### src/rtl/div_seq_if.sv
// Start/done handshake bundle for the sequential divider div_seq.
// The master drives the operands, and the slave returns the results and flags.
interface div_seq_if #(
  parameter int m = 12
) ();
  logic           start;
  logic [2*m-1:0] dividend;
  logic [m-1:0]   divisor;
  logic           busy;
  logic           done;
  logic [m-1:0]   quotient;
  logic [m-1:0]   remainder;
  logic           div_by_zero;
  logic           overflow;

  modport master (
    output start, dividend, divisor,
    input  busy, done, quotient, remainder, div_by_zero, overflow
  );

  modport slave (
    input  start, dividend, divisor,
    output busy, done, quotient, remainder, div_by_zero, overflow
  );
endinterface

### src/rtl/div_seq.sv
// Restoring divider: 2m-bit dividend / m-bit divisor, one quotient bit per clock.
// Optional macro DIV_ROUND_EN adds a ROUND state (round-half-up, saturating quotient).
module div_seq #(
  parameter int m = 12
) (
  input logic     clk,
  input logic     rst_n,
  div_seq_if.slave bus
);

  localparam int CNT_W = $clog2(m);

  typedef enum logic [1:0] {
    IDLE  = 2'd0,
    RUN   = 2'd1,
`ifdef DIV_ROUND_EN
    ROUND = 2'd2,
`endif
    DONE  = 2'd3
  } state_t;

  state_t           state, state_next;
  logic [CNT_W-1:0] cnt;
  logic             last;
  logic             done_d, busy_d;

  logic [m-1:0]     rem_p0, quo_p0, shf_p0, dsr_p0;
  logic             dz_p0, ov_p0;

  logic [m-1:0]     hi;
  logic             dz_in, ov_in;
  logic [m:0]       r_shift, r_sub;
  logic             r_ge;

  function automatic logic [m-1:0] sat_inc(input logic [m-1:0] x);
    return (&x) ? x : x + 1'b1;
  endfunction

`ifdef DIV_ROUND_EN
  function automatic logic round_up(input logic [m-1:0] r, input logic [m-1:0] d);
    return {r, 1'b0} >= {1'b0, d};
  endfunction
`endif

  assign hi      = bus.dividend[2*m-1:m];
  assign dz_in   = (bus.divisor == '0);
  assign ov_in   = dz_in || (hi >= bus.divisor);
  assign last    = (cnt == CNT_W'(m - 1));
  assign r_shift = {rem_p0, shf_p0[m-1]};
  assign r_ge    = (r_shift >= {1'b0, dsr_p0});
  assign r_sub   = r_shift - {1'b0, dsr_p0};

  always_ff @(posedge clk or negedge rst_n) begin
    if (!rst_n) begin
      state <= IDLE;
      cnt   <= '0;
    end else begin
      state <= state_next;
      if (state == RUN) cnt <= cnt + 1'b1;
      else              cnt <= '0;
    end
  end

  always_comb begin
    state_next = state;
    case (state)
      IDLE:  if (bus.start) state_next = ov_in ? DONE : RUN;
`ifdef DIV_ROUND_EN
      RUN:   if (last) state_next = ROUND;
      ROUND: state_next = DONE;
`else
      RUN:   if (last) state_next = DONE;
`endif
      DONE:  state_next = IDLE;
      default: state_next = IDLE;
    endcase
  end

  // busy also covers the done cycle, which is already back in IDLE
  always_comb begin
    done_d = (state == DONE);
    busy_d = (state == DONE) || (state_next != IDLE);
  end

  // Stage p0: operand capture and one restoring step per RUN cycle
  always_ff @(posedge clk) begin
    case (state)
      IDLE: if (bus.start) begin
        dsr_p0 <= bus.divisor;
        shf_p0 <= bus.dividend[m-1:0];
        dz_p0  <= dz_in;
        ov_p0  <= ov_in;
        if (ov_in) begin
          quo_p0 <= '1;
          rem_p0 <= '0;
        end else begin
          rem_p0 <= hi;
        end
      end
      RUN: begin
        shf_p0 <= {shf_p0[m-2:0], 1'b0};
        quo_p0 <= {quo_p0[m-2:0], r_ge};
        rem_p0 <= r_ge ? r_sub[m-1:0] : r_shift[m-1:0];
      end
`ifdef DIV_ROUND_EN
      ROUND: if (round_up(rem_p0, dsr_p0)) quo_p0 <= sat_inc(quo_p0);
`endif
      default: ;
    endcase
  end

  // Stage p1: registered results, held until the next DONE
  always_ff @(posedge clk or negedge rst_n) begin
    if (!rst_n) begin
      bus.busy        <= 1'b0;
      bus.done        <= 1'b0;
      bus.quotient    <= '0;
      bus.remainder   <= '0;
      bus.div_by_zero <= 1'b0;
      bus.overflow    <= 1'b0;
    end else begin
      bus.busy <= busy_d;
      bus.done <= done_d;
      if (state == DONE) begin
        bus.quotient    <= quo_p0;
        bus.remainder   <= rem_p0;
        bus.div_by_zero <= dz_p0;
        bus.overflow    <= ov_p0;
      end
    end
  end

endmodule
### src/flat_wrapper.sv
// flat-port wrapper written by rule: the top's interface ports become plain ports
module div_seq_flat 
#(
  parameter int m = 12
)
  (clk, rst_n, bus_start, bus_dividend, bus_divisor, bus_busy, bus_done, bus_quotient, bus_remainder, bus_div_by_zero, bus_overflow);
  div_seq_if #(.m(m)) bus_i ();
  input logic clk;
  input logic rst_n;
  input wire logic [$bits(bus_i.start)-1:0] bus_start;
  input wire logic [$bits(bus_i.dividend)-1:0] bus_dividend;
  input wire logic [$bits(bus_i.divisor)-1:0] bus_divisor;
  output wire logic [$bits(bus_i.busy)-1:0] bus_busy;
  output wire logic [$bits(bus_i.done)-1:0] bus_done;
  output wire logic [$bits(bus_i.quotient)-1:0] bus_quotient;
  output wire logic [$bits(bus_i.remainder)-1:0] bus_remainder;
  output wire logic [$bits(bus_i.div_by_zero)-1:0] bus_div_by_zero;
  output wire logic [$bits(bus_i.overflow)-1:0] bus_overflow;
  assign bus_i.start = bus_start;
  assign bus_i.dividend = bus_dividend;
  assign bus_i.divisor = bus_divisor;
  assign bus_busy = bus_i.busy;
  assign bus_done = bus_i.done;
  assign bus_quotient = bus_i.quotient;
  assign bus_remainder = bus_i.remainder;
  assign bus_div_by_zero = bus_i.div_by_zero;
  assign bus_overflow = bus_i.overflow;
  div_seq #(.m(m)) u_core (.clk(clk), .rst_n(rst_n), .bus(bus_i));
endmodule
### config.mk
export PLATFORM = sky130hd
export DESIGN_NAME = div_seq_flat
export DESIGN_NICKNAME = d
export VERILOG_FILES = /design/src/rtl/div_seq_if.sv /design/src/rtl/div_seq.sv /design/src/flat_wrapper.sv
export SDC_FILE = /design/constraint.sdc
export NUM_CORES = 1
export LEC_CHECK = 0
export CORE_MARGIN = 1
export CORE_UTILIZATION = 56
export CTS_BUF_LIST = sky130_fd_sc_hd__clkbuf_8
export DETAILED_ROUTE_END_ITERATION = 10
export GPL_ROUTABILITY_DRIVEN = 1
export GPL_TIMING_DRIVEN = 0
export HOLD_SLACK_MARGIN = 0.1
export PLACE_DENSITY = 0.81
export SLEW_MARGIN = 10
export SYNTH_ARGS = -nofsm -noshare
export SYNTH_HDL_FRONTEND = slang
export SYNTH_SLANG_ARGS = --single-unit
### constraint.sdc
create_clock -name clk -period 2.9 [get_ports clk]
set_input_delay 0.435 -clock clk [delete_from_list [all_inputs] [get_ports clk]]
set_output_delay 0.435 -clock clk [all_outputs]
set_load 0.02 [all_outputs]
### Yosys cells after proc, flatten, opt, wreduce, memory -nomap -nowiden

Cells that the tools add are included.

* register bits: 84
* bits of input ports: 39
* logic and storage cells: 46

* add/subtract/negate cells: 2
* order comparisons: 2
* equal/unequal tests: 5
* muxes and demuxes: 14
* reductions and logical operators: 9

Operators by type and width (number)
* 12-bit two-way mux: 6
* 12-bit case mux with 2 select lines: 3
* 13-bit by 12-bit greater-or-equal comparator with 1-bit output: 1
* 12-bit greater-or-equal comparator: 1
* 12-bit zero test: 1
* 12-bit subtractor: 1
* 2-bit two-way mux: 3
* 4-bit by 1-bit adder with 4-bit output (second input constant): 1
* 4-bit equality test (second input constant): 1
* 4-bit two-way mux: 1
* 2-bit case mux with 2 select lines: 1
* 2-bit AND reduction: 2
* 2-bit nonzero test: 2
* 3-bit AND reduction: 1
* 2-bit by 1-bit equality test with 1-bit output (second input constant): 1
* 2-bit equality test (second input constant): 1
* 2-bit zero test: 1
* 1-bit logical OR: 2
* 2-bit by 1-bit inequality test with 1-bit output (second input constant): 1
* 2-bit inequality test (second input constant): 1

### Logic depth before layout (Yosys ltp)

Gate-level depths: netlist (run 1).

* word-level depth: 7
* gate-level depth with buffers: 10
* depth with buffers taken out: 9

### Least setup slack after synthesis (run 1)

OpenSTA, ideal clock, no wires.

* path kind: input port to flip-flop
* start point: in bus_dividend[12]
* end point: reg u_core.quo_p0[0], enable pin
* arrival: 2.347 ns
* required time: 2.504 ns
* setup slack: 0.157 ns
* stages: 9
* cell sequence: inv_1 > ha_1 > nand2b_1 > a2111oi_0 > o211ai_1 > a21oi_2 > and2_1 > buf_4 > nor3_1

* cells in the longest elaborated chain, start to end: 4

Ends and longest elaborated chain
* start: declaration: line flat_wrapper.sv:11 `input wire logic [$bits(bus_i.dividend)-1:0] bus_dividend;`
* 12-bit greater-or-equal comparator: line div_seq.sv:47 `assign ov_in = dz_in || (hi >= bus.divisor);`
* 1-bit logical OR: line div_seq.sv:47
* 2-bit by 1-bit inequality test with 1-bit output (no source line)
* 3-bit AND reduction (no source line)
* end signal: assignment: line div_seq.sv:102 `quo_p0 <= {quo_p0[m-2:0], r_ge};`
* end: declaration: line div_seq.sv:27 `logic [m-1:0] rem_p0, quo_p0, shf_p0, dsr_p0;`

No other way between the ends.
A chain may end at the register's enable or synchronous reset.

### Final worst setup path (run 1)

* start point: in bus_dividend[12]
* end point: reg u_core.quo_p0[10], enable pin

The elaborated chain is that of the path after synthesis.

==> results of run 1 <==
[where the power goes]
part	switching [mW]	leakage (nW)	internal (mW)
logic	1.62	1.22	1.38
clock network	0.426	0.0783	0.313
registers	0.282	0.907	1.99
[critical path, cell delays in order]
cell             delay [ns]
clkdlybuf4s50_1        0.49
inv_1                  0.06
ha_1                   0.26
nand2b_1               0.15
a2111oi_2              0.35
o211ai_1               0.17
a21oi_2                0.32
and2_1                 0.17
buf_4                  0.18
nor3_2                 0.06
buf_4                  0.20
[flip-flops by register name, summed over array words and instances (netlist names), 2 cells and up]
name	count
u_core.cnt	4
u_core.state	2
u_core.quo_p0	12
u_core.rem_p0	12
u_core.bus.quotient	12
u_core.dsr_p0	12
u_core.shf_p0	12
u_core.bus.remainder	12
[cell usage after synthesis, types with 2 or more instances]
master / number
inv_1: 30
a221o_1: 9
buf_6: 2
mux2_2: 25
o21ai_0: 7
nor2b_1: 2
xor2_1: 5
nand4_1: 2
a21oi_1: 6
nand2b_1: 16
edfxtp_1: 50
ha_1: 25
nor4_1: 3
dfrtp_1: 34
xnor2_1: 4
o211ai_1: 2
clkbuf_1: 4
a21o_1: 3
and2_1: 3
nor2_1: 15
nor3_1: 2
nand3b_1: 2
buf_4: 2
nand2_1: 42
nand3_1: 7
o21a_1: 3
and3_1: 4
or3_1: 2
a311oi_1: 2
[routing by layer]
metal | vias up | track usage | share of wire
met4 | 0 | 0.09824 | 0.024
li1 | 1408 | - | -
met2 | 97 | 0.3853 | 0.49
met1 | 1464 | 0.3290 | 0.43
met5 | - | 0 | 0
met3 | 21 | 0.04291 | 0.054
[logic make-up (layout without fill, tap and decap cells)]
| group | Yosys count | in the layout | synth area share |
|---|---|---|---|
| muxes | 25 | 25 | 0.06681 |
| DFF | 84 | 84 | 0.5582 |
| AOI/OAI and AO/OA | 52 | 52 | 0.1060 |
| and+or+nand+nor | 108 | 108 | 0.1292 |
| xor gates and xnor gates | 9 | 9 | 0.01870 |
| buffers and inverters | 41 | 126 | 0.04216 |
| adders and majority gates | 26 | 26 | 0.07898 |
[cells in the final DEF, fill, tap and decap left out, types with 3 or more instances in the layout]
master           instances
a21o_1                   3
inv_1                   30
xor2_1                   5
and3_1                   4
nand2b_1                16
o21ai_0                  7
and2_1                   3
clkinvlp_4               3
buf_4                    5
xnor2_1                  4
ha_1                    25
nor4_1                   3
nand3_1                  7
dfrtp_1                 34
mux2_2                  25
nor2_1                  14
nand2_1                 42
clkbuf_1                 4
a221o_1                  9
clkbuf_8                 9
edfxtp_1                50
a21oi_1                  6
clkdlybuf4s50_1         65
o21a_1                   3
[through the flow]
step / setup WS (ns) / hold slack [ns]
after floorplan: 0.1566 / 0.1394
after global placement: -0.9355 / 0.4465
after detailed placement: -0.2935 / 0.4629
after CTS: 0.05179 / 0.1865
after global routing: -0.004708 / 0.2171
final: 0.1439 / 0.1479
[final timing paths]
kind	from	end	slack, ns	cells past startpoint
max	bus_dividend[12]	u_core.quo_p0[10]	0.14	11
min	rst_n	u_core.bus.remainder[1]	0.15	1
max reg2reg	u_core.rem_p0[9]	u_core.rem_p0[7]	0.25	7
min reg2reg	u_core.cnt[0]	u_core.cnt[0]	0.48	1
max in group asynchronous	rst_n	u_core.bus.remainder[6]	2.24	1
min in group clk	u_core.cnt[0]	u_core.cnt[0]	0.48	1
[timing repair]
action / in CTS / in global routing
resized for setup: 0 / 2
setup buffers: 0 / 2
setup endpoints to repair: 0 / 11
[area by class of cell]
cell class	instances	area [sq um]	share of cell area
clock inverters	6	48.80	0.009330
repair buffers	70	705.7	0.1349
multi-input cells	220	1698	0.3246
inverters	31	116.4	0.02225
plain buffers	10	61.31	0.01172
well taps	99	123.9	0.02368
flip-flops and latches	84	2352	0.4498
clock buffers	9	123.9	0.02368
==> impl_results.md, run 1 <==
* Post-Synthesis Cells at 345
* Post-synthesis average cell area at 12.21 sq um
* Relative slew slack at 0.2375
* Clock transition at path regs at 0.09 ns
* Fraction of registers with async set/reset at 0.4048
* Layout Area Growth over Synthesis at 24.11%
* Final-report hold violation count at 0
* Root buf cell: clkbuf_8
* Reported max-cap violation count at 0
* Detailed placer's ending HPWL at 6576 um
* Filler Cells Inserted at 539
* Number of antenna diodes at 0
* Routed vias/inst at 5.652
* Clock insertion delay at the later pin of the skew report at 0.35 ns
* Number of flip-flops and latches in the synthesized netlist at 84
* Minimum period implied by the final worst setup slack at 2.756 ns
* Power Density at 1150 nW/um^2
* LEAKAGE at 2.209 nW
* Number of hold buffers added after CTS at 0
* Proportion of netlist area held by the largest area contributor at 0.3563
* Biggest area contributors in the synthesized netlist: edfxtp_1, dfrtp_1, ha_1, mux2_2, nand2_1
* Floorplan core area at 7253 sq um
* Top fanout value on the critical path at 11
* Dpl cells at 512
* Netlist area before placement at 4214 sq um
* Required time worst endpoint at 3.01 ns
* Number of distinct library cell variants in the gate-level netlist after synthesis at 61
* Vias after detailed routing at 2990
* Pre-Repair DR Iteration Count at 4
* Synth area leader: edfxtp_1
* Pin count of the biggest net entering global routing at 35
* Max Root-Sink Buffers at 2
* Hold Crit Class: primary input to async pin
* Worst Setup End Kind: register
* Number of antenna-violating nets in the routed design at 0
* Starting utilization of the core area at 0.5810
* Final Skew at 0.01126 ns
* First-pass GRT wire length at 13810 um
* Mean routed wirelength per cell at 16.41 um
* Area after detailed placement at 5036 sq um
* Clock Sink Count at 84
* Remaining DRCs at 0
* Post-route clock period utilization at 0.9504
* Die area at 7876 sq um
* Synth Net Count at 410
* Global routing usage summed across all routing layers at 0.2415
* Final design utilization at 0.7211
* Max Clock Freq at 362.8 MHz
* Share of cells above drive strength 1 at 0.1698
* Design area at 5230 sq um
* Final-layout setup total negative slack at 0 ns
* Post-route insts no fill at 529
* Level count of the clock H-tree at 3
* # IOs at 67
* Standard-cell rows at 31
* Number of enable flip-flop cells after synthesis at 50
* Syn. warnings at 0
* Arrival time at the worst endpoint at 2.86 ns
* Total CTS buffers at 9
* Main synth FF type: edfxtp_1
* Buffers on Ports at 66
* Clock tree from TritonCTS: yes
* Peak VDD IR at 0.5016 mV
* Status: completed
* Total Power Consumption at 6.015 mW
* Drt initial violations at 150
* Transition time of the tightest slew-check pin at 1.140 ns
* NumNets Final at 491
* Final number of setup-violating endpoints at 0
* Grt ovf at 0
* Number of global-route vias before repair at 2848
* Total Wirelength at 8681 um
* Kind of launch point of the worst setup path: primary input
* Width of the chip at 88.75 um
* Sequential element share of the synthesized area at 0.5582
* Setup CP Type: primary input to register
* RD Place Congestion at 0.8929
* Antenna violations before repair at 0
* Die Height at 88.75 um
* Max Transition Viols Final at 0
(Power assumes the default switching activity.)
==> run 2, diff against run 1 <==
--- a/config.mk
+++ b/config.mk
@@ -17,3 +17,4 @@
 export SYNTH_ARGS = -nofsm -noshare
 export SYNTH_HDL_FRONTEND = slang
 export SYNTH_SLANG_ARGS = --single-unit
+export TNS_END_PERCENT = 1
==> results of run 2 <==
Same layout as run 1: the final DEF is identical, and so are final timing and power.
==> run 3, diff against run 2 <==
--- a/config.mk
+++ b/config.mk
@@ -5,7 +5,6 @@
 export SDC_FILE = /design/constraint.sdc
 export NUM_CORES = 1
 export LEC_CHECK = 0
-export CORE_MARGIN = 1
 export CORE_UTILIZATION = 56
 export CTS_BUF_LIST = sky130_fd_sc_hd__clkbuf_8
 export DETAILED_ROUTE_END_ITERATION = 10
==> results of run 3 <==
Same layout as run 1: the final DEF is identical, and so are final timing and power.
